--- src/rtl/fifo_wr_arbiter.sv ---
// Round-robin write arbiter sharing one FIFO write port between N producers.
// Optional `ARB_PRIO0_EN gives channel 0 strict priority when the arbiter is idle.
module fifo_wr_arbiter #(
  parameter int N            = 4,
  parameter int DW           = 32,
  parameter int MAX_BURST    = 8,
  parameter int IDLE_TIMEOUT = 8
) (
  input  logic                   clk,
  input  logic                   rst_n,
  input  logic [N-1:0]           req_valid,
  input  logic [N-1:0]           req_last,
  input  logic [N*DW-1:0]        req_data,
  output logic [N-1:0]           req_ready,
  input  logic                   fifo_full,
  output logic                   wr,
  output logic [DW-1:0]          data_in,
  output logic [$clog2(N)-1:0]   grant_id,
  output logic                   busy
);

  localparam int IDW = $clog2(N);
  localparam int BCW = $clog2(MAX_BURST + 1);

  typedef enum logic {
    IDLE,
    BURST
  } state_t;

  state_t           state, state_n;
  logic [IDW-1:0]   owner, owner_n;
  logic [IDW-1:0]   rr_ptr, rr_ptr_n;
  logic [BCW-1:0]   beat_cnt, beat_cnt_n;
  logic [7:0]       idle_cnt, idle_cnt_n;

  logic             found;
  logic             prio_win;
  logic [IDW-1:0]   winner;
  logic [IDW-1:0]   cand;

  always_ff @(posedge clk or negedge rst_n) begin
    if (!rst_n) begin
      state    <= IDLE;
      owner    <= '0;
      rr_ptr   <= IDW'(N - 1);
      beat_cnt <= '0;
      idle_cnt <= '0;
    end else begin
      state    <= state_n;
      owner    <= owner_n;
      rr_ptr   <= rr_ptr_n;
      beat_cnt <= beat_cnt_n;
      idle_cnt <= idle_cnt_n;
    end
  end

  // Search starts just after the last granted channel so every requester is reached within N grants.
  always_comb begin
    found    = 1'b0;
    prio_win = 1'b0;
    winner   = '0;
    cand     = '0;
    for (int i = 1; i <= N; i++) begin
      cand = IDW'((int'(rr_ptr) + i) % N);
      if (!found && req_valid[cand]) begin
        found  = 1'b1;
        winner = cand;
      end
    end
`ifdef ARB_PRIO0_EN
    if (req_valid[0]) begin
      found    = 1'b1;
      winner   = '0;
      prio_win = 1'b1;
    end
`endif
  end

  always_comb begin
    req_ready = '0;
    wr        = 1'b0;
    data_in   = '0;
    busy      = 1'b0;
    grant_id  = '0;
    if (state == BURST) begin
      busy             = 1'b1;
      grant_id         = owner;
      req_ready[owner] = ~fifo_full;
      wr               = req_valid[owner] & ~fifo_full;
      if (wr) begin
        data_in = req_data[int'(owner)*DW +: DW];
      end
    end
  end

  // A full FIFO counts as a stall, so a blocked owner can still time out and lose the grant.
  always_comb begin
    state_n    = state;
    owner_n    = owner;
    rr_ptr_n   = rr_ptr;
    beat_cnt_n = beat_cnt;
    idle_cnt_n = idle_cnt;
    case (state)
      IDLE: begin
        if (found) begin
          state_n    = BURST;
          owner_n    = winner;
          beat_cnt_n = '0;
          idle_cnt_n = '0;
          if (!prio_win) begin
            rr_ptr_n = winner;
          end
        end
      end
      BURST: begin
        if (wr) begin
          beat_cnt_n = beat_cnt + 1'b1;
          idle_cnt_n = '0;
          if (req_last[owner] || (beat_cnt == BCW'(MAX_BURST - 1))) begin
            state_n = IDLE;
          end
        end else if (idle_cnt == 8'(IDLE_TIMEOUT - 1)) begin
          state_n = IDLE;
        end else if (idle_cnt != 8'hFF) begin
          idle_cnt_n = idle_cnt + 8'd1;
        end
      end
      default: begin
        state_n = IDLE;
      end
    endcase
  end

endmodule

--- config.mk ---
export PLATFORM = sky130hd
export DESIGN_NAME = fifo_wr_arbiter
export DESIGN_NICKNAME = d
export VERILOG_FILES = /design/src/rtl/fifo_wr_arbiter.sv
export SDC_FILE = /design/constraint.sdc
export NUM_CORES = 1
export LEC_CHECK = 0
export CORE_AREA = 2 2 95 97
export DETAILED_ROUTE_END_ITERATION = 10
export DIE_AREA = 0 0 97 99
export GPL_ROUTABILITY_DRIVEN = 0
export GPL_TIMING_DRIVEN = 0
export PLACE_DENSITY_LB_ADDON = 0.25
export SKIP_LAST_GASP = 1
export SLEW_MARGIN = 25
export SYNTH_ARGS = -nofsm -noshare
export SYNTH_HDL_FRONTEND = slang
export SYNTH_SLANG_ARGS = --single-unit
--- constraint.sdc ---
create_clock -name clk -period 2.2 [get_ports clk]
set_input_delay 0.66 -clock clk [delete_from_list [all_inputs] [get_ports clk]]
set_output_delay 0.66 -clock clk [all_outputs]
set_load 0.005 [all_outputs]
==> flow_summary.yaml <==
layout:
  fillers: 721
  fin_util_pct: 55.8
  nets: 555
  mostFrequentLayoutCell: "clkdlybuf4s50_1"
  drive_above_1_share_pct: 44.7
  mostFrequentLayoutCells: "clkdlybuf4s50_1, buf_6, mux4_2, and3_4, buf_4"
  area_growth_pct: 130
synth:
  syn_inst: 190
  synth_top_area_share_pct: 36.9
  synth_seq_cells: 17
  synth_nets: 332
  synth_mux_area_share_pct: 37.4
  synth_cell_type_count: 43
  synth_fa_ha_area_share_pct: 1.81
  ys_warn_count: 0
  synth_xor_area_share_pct: 2.96
  synthSimpleGateAreaFrac_pct: 22.6
  synth_top_area_cell: "mux4_2"
  synth_compound_area_share_pct: 10.3
  syn_area_mm2: 0.00207
  synth_top_family_by_area: "multiplexers"
  synthTopCellsByArea: "mux4_2, dfrtp_1, and3_1"
  avgSynthCellArea_um2: 10.9
  seq_area_frac_synth_pct: 20.6
route:
  first_pass_iters: 4
  wl_met2_mm: 5.31
  remaining_drc_errors: 0
  vias: 2693
  wl_mm: 10.3
  drt_iter0_drc: 87
  dr.max_layer_used: "met4"
  via_per_inst: 5.16
  wl_met1_mm: 3.93
  routedWlPerCell_um: 19.8
  ant_nets: 0
  wl_met3_um: 764
timing:
  slew_viol_final: 0
  fin_crit_sh_pct: 119
  hold_viol_final: 0
  relSlewSlack_pct: 45.6
  timing.final.crit_period_ns: 2.61
  rsz0062_at_grt: "true"
  worst_slew_pin_slew_ns: 0.813
  setup_ws_ns: -0.410
  setup_violations: 33
  fin_skew_ns: 0.00355
  tns_ns: -11.42
  clock.fmax_mhz: 383
floorplanning:
  die_area_mm2: 0.00960
  dieWidth_um: 97
  row_count: 34
  die_h_um: 99
  coreArea_mm2: 0.00855
  start_util_pct: 24.2
  ios: 179
clock_network:
  cts_tree: "yes"
  numCtsBuffers: 3
  hold_buffers: 0
  clk_latency_ns: 0.26
  cts_buffer_depth: 2
  htreeDepth: 1
  clk_pin_slew_worst_paths_ns: 0.07
  cts.sink_count: 17
  clockRootBuffer: "clkbuf_8"
placed_design:
  port_buffers: 178
  hpwl_mm: 7.51
  dp_slack_ns: -1.35
status:
  violations: "negative setup slack"
  status: "complete, but fails checks"
setup_path:
  critPathKind: "flop to output port"
  cp.required_ns: 1.54
  cp-start-kind: "flop"
  reg2reg_slack_ns: 0.06
  crit_arrival_ns: 1.95
  endpoint_kind: "output port"
  crit_fanout: 5
grt:
  grt_pass1_vias: 2758
  grt_max_degree: 18
  grt-ovfl-total: 0
  grt_pass1_wl_mm: 15.7
  track_usage_pct: 20.5
  antenna_found_initial: 2
hold_path:
  hp-class: "flop to flop"
power:
  power.density_mw_per_mm2: 919
  p_total_w: 0.00439
  p_leak_nw: 2.03
  ir_drop_v: 0.000374
run:
  drv_cap: 0
-- registers in the layout, indices dropped and copies added (netlist names) --
signal    flops
rr_ptr        2
beat_cnt      4
owner         2
idle_cnt      8
state         1
-- power breakdown --
part | total, W | switching, W | internal [W]
logic | 0.00362 | 0.00134 | 0.00229
clock network | 0.000238 | 0.000110 | 0.000129
registers | 0.000524 | 0.000100 | 0.000424
-- worst paths after layout --
kind,start,to,depth (start not counted)
max,owner[0]$_DFFE_PN0P_,data_in[5],6
min,beat_cnt[1]$_DFFE_PN0P_,beat_cnt[1]$_DFFE_PN0P_,2
max reg2reg,owner[0]$_DFFE_PN0P_,idle_cnt[3]$_DFFE_PN0P_,7
min reg2reg,beat_cnt[1]$_DFFE_PN0P_,beat_cnt[1]$_DFFE_PN0P_,2
max in group asynchronous,rst_n,state$_DFF_PN0_,1
min in group asynchronous,rst_n,idle_cnt[6]$_DFFE_PN0P_,1
-- metrics by stage --
stage | hold WS, ns | instances | instance area [um^2]
after global routing | 0.580 | 522 | 4770
after detailed placement | 0.526 | 476 | 4000
after floorplan | 0.364 | 190 | 2080
after CTS | 0.542 | 519 | 4600
after global placement | 0.519 | 476 | 4000
final | 0.536 | 522 | 4770
-- worst max-delay path, stage by stage (launching register included) --
cell and delay (ns):
dfrtp_2 0.40, buf_6 0.10, mux4_2 0.63, buf_8 0.18, buf_6 0.11, and3_4 0.16, buf_6 0.11
-- what timing repair did --
action | in CTS | in global routing
setup endpoints to repair | 50 | 43
gates resized for setup | 281 | 45
setup buffers | 34 | 3
cloned | 6 | 0
pin swaps | 15 | 7
-- cell families after synthesis --
kind of cell,Yosys count
AOI/OAI and AO/OA,27
xor gates and xnor gates,7
adders and majority gates,3
buffers and inverters,22
DFF,17
muxes,35
and+or+nand+nor,79
-- routing by layer --
metal / vias up / global-route usage, %
met1: 1319 / 25.3
met4: 0 / 7.69
li1: 1223 / -
met5: - / 0
met2: 127 / 35.4
met3: 24 / 4.40
-- synthesized netlist by cell type --
library cell   n
mux4_2        34
or2_2          1
nand3_1        8
and2_1         2
nand2b_1       2
and4_1         1
mux2i_1        1
xnor2_1        5
clkbuf_1      12
nand2_1        6
a21o_1         4
a2111o_1       1
a31oi_1        3
dfrtp_1       15
o21ai_1        1
a32o_1         2
nand4_1        2
and4b_1        1
o21ai_0        1
nor2_1         8
o2111a_1       2
nor2b_1        3
buf_4          1
nor2b_4        1
buf_1          2
a2111oi_0      1
nor4_1         2
o221ai_1       1
or4_1          1
a211oi_1       1
ha_1           3
and3b_1        1
a31o_2         5
a22oi_1        1
a21oi_1        2
buf_2          2
nor4b_1        1
inv_1          5
dfstp_2        2
xor2_1         2
nor3_1         1
o21a_1         2
and3_1        38
-- area by class of cell --
type                    count  area [um^2]  share of cell area (%)
diodes                      2         5.00                   0.105
plain buffers              15          178                    3.72
clock buffers               4         45.0                   0.944
inverters                   5         21.3                   0.446
multi-input cells         152         1770                    37.2
flip-flops and latches     17          430                    9.02
well taps                 108          135                    2.83
repair buffers            219         2180                    45.8
(Power assumes the default switching activity.)
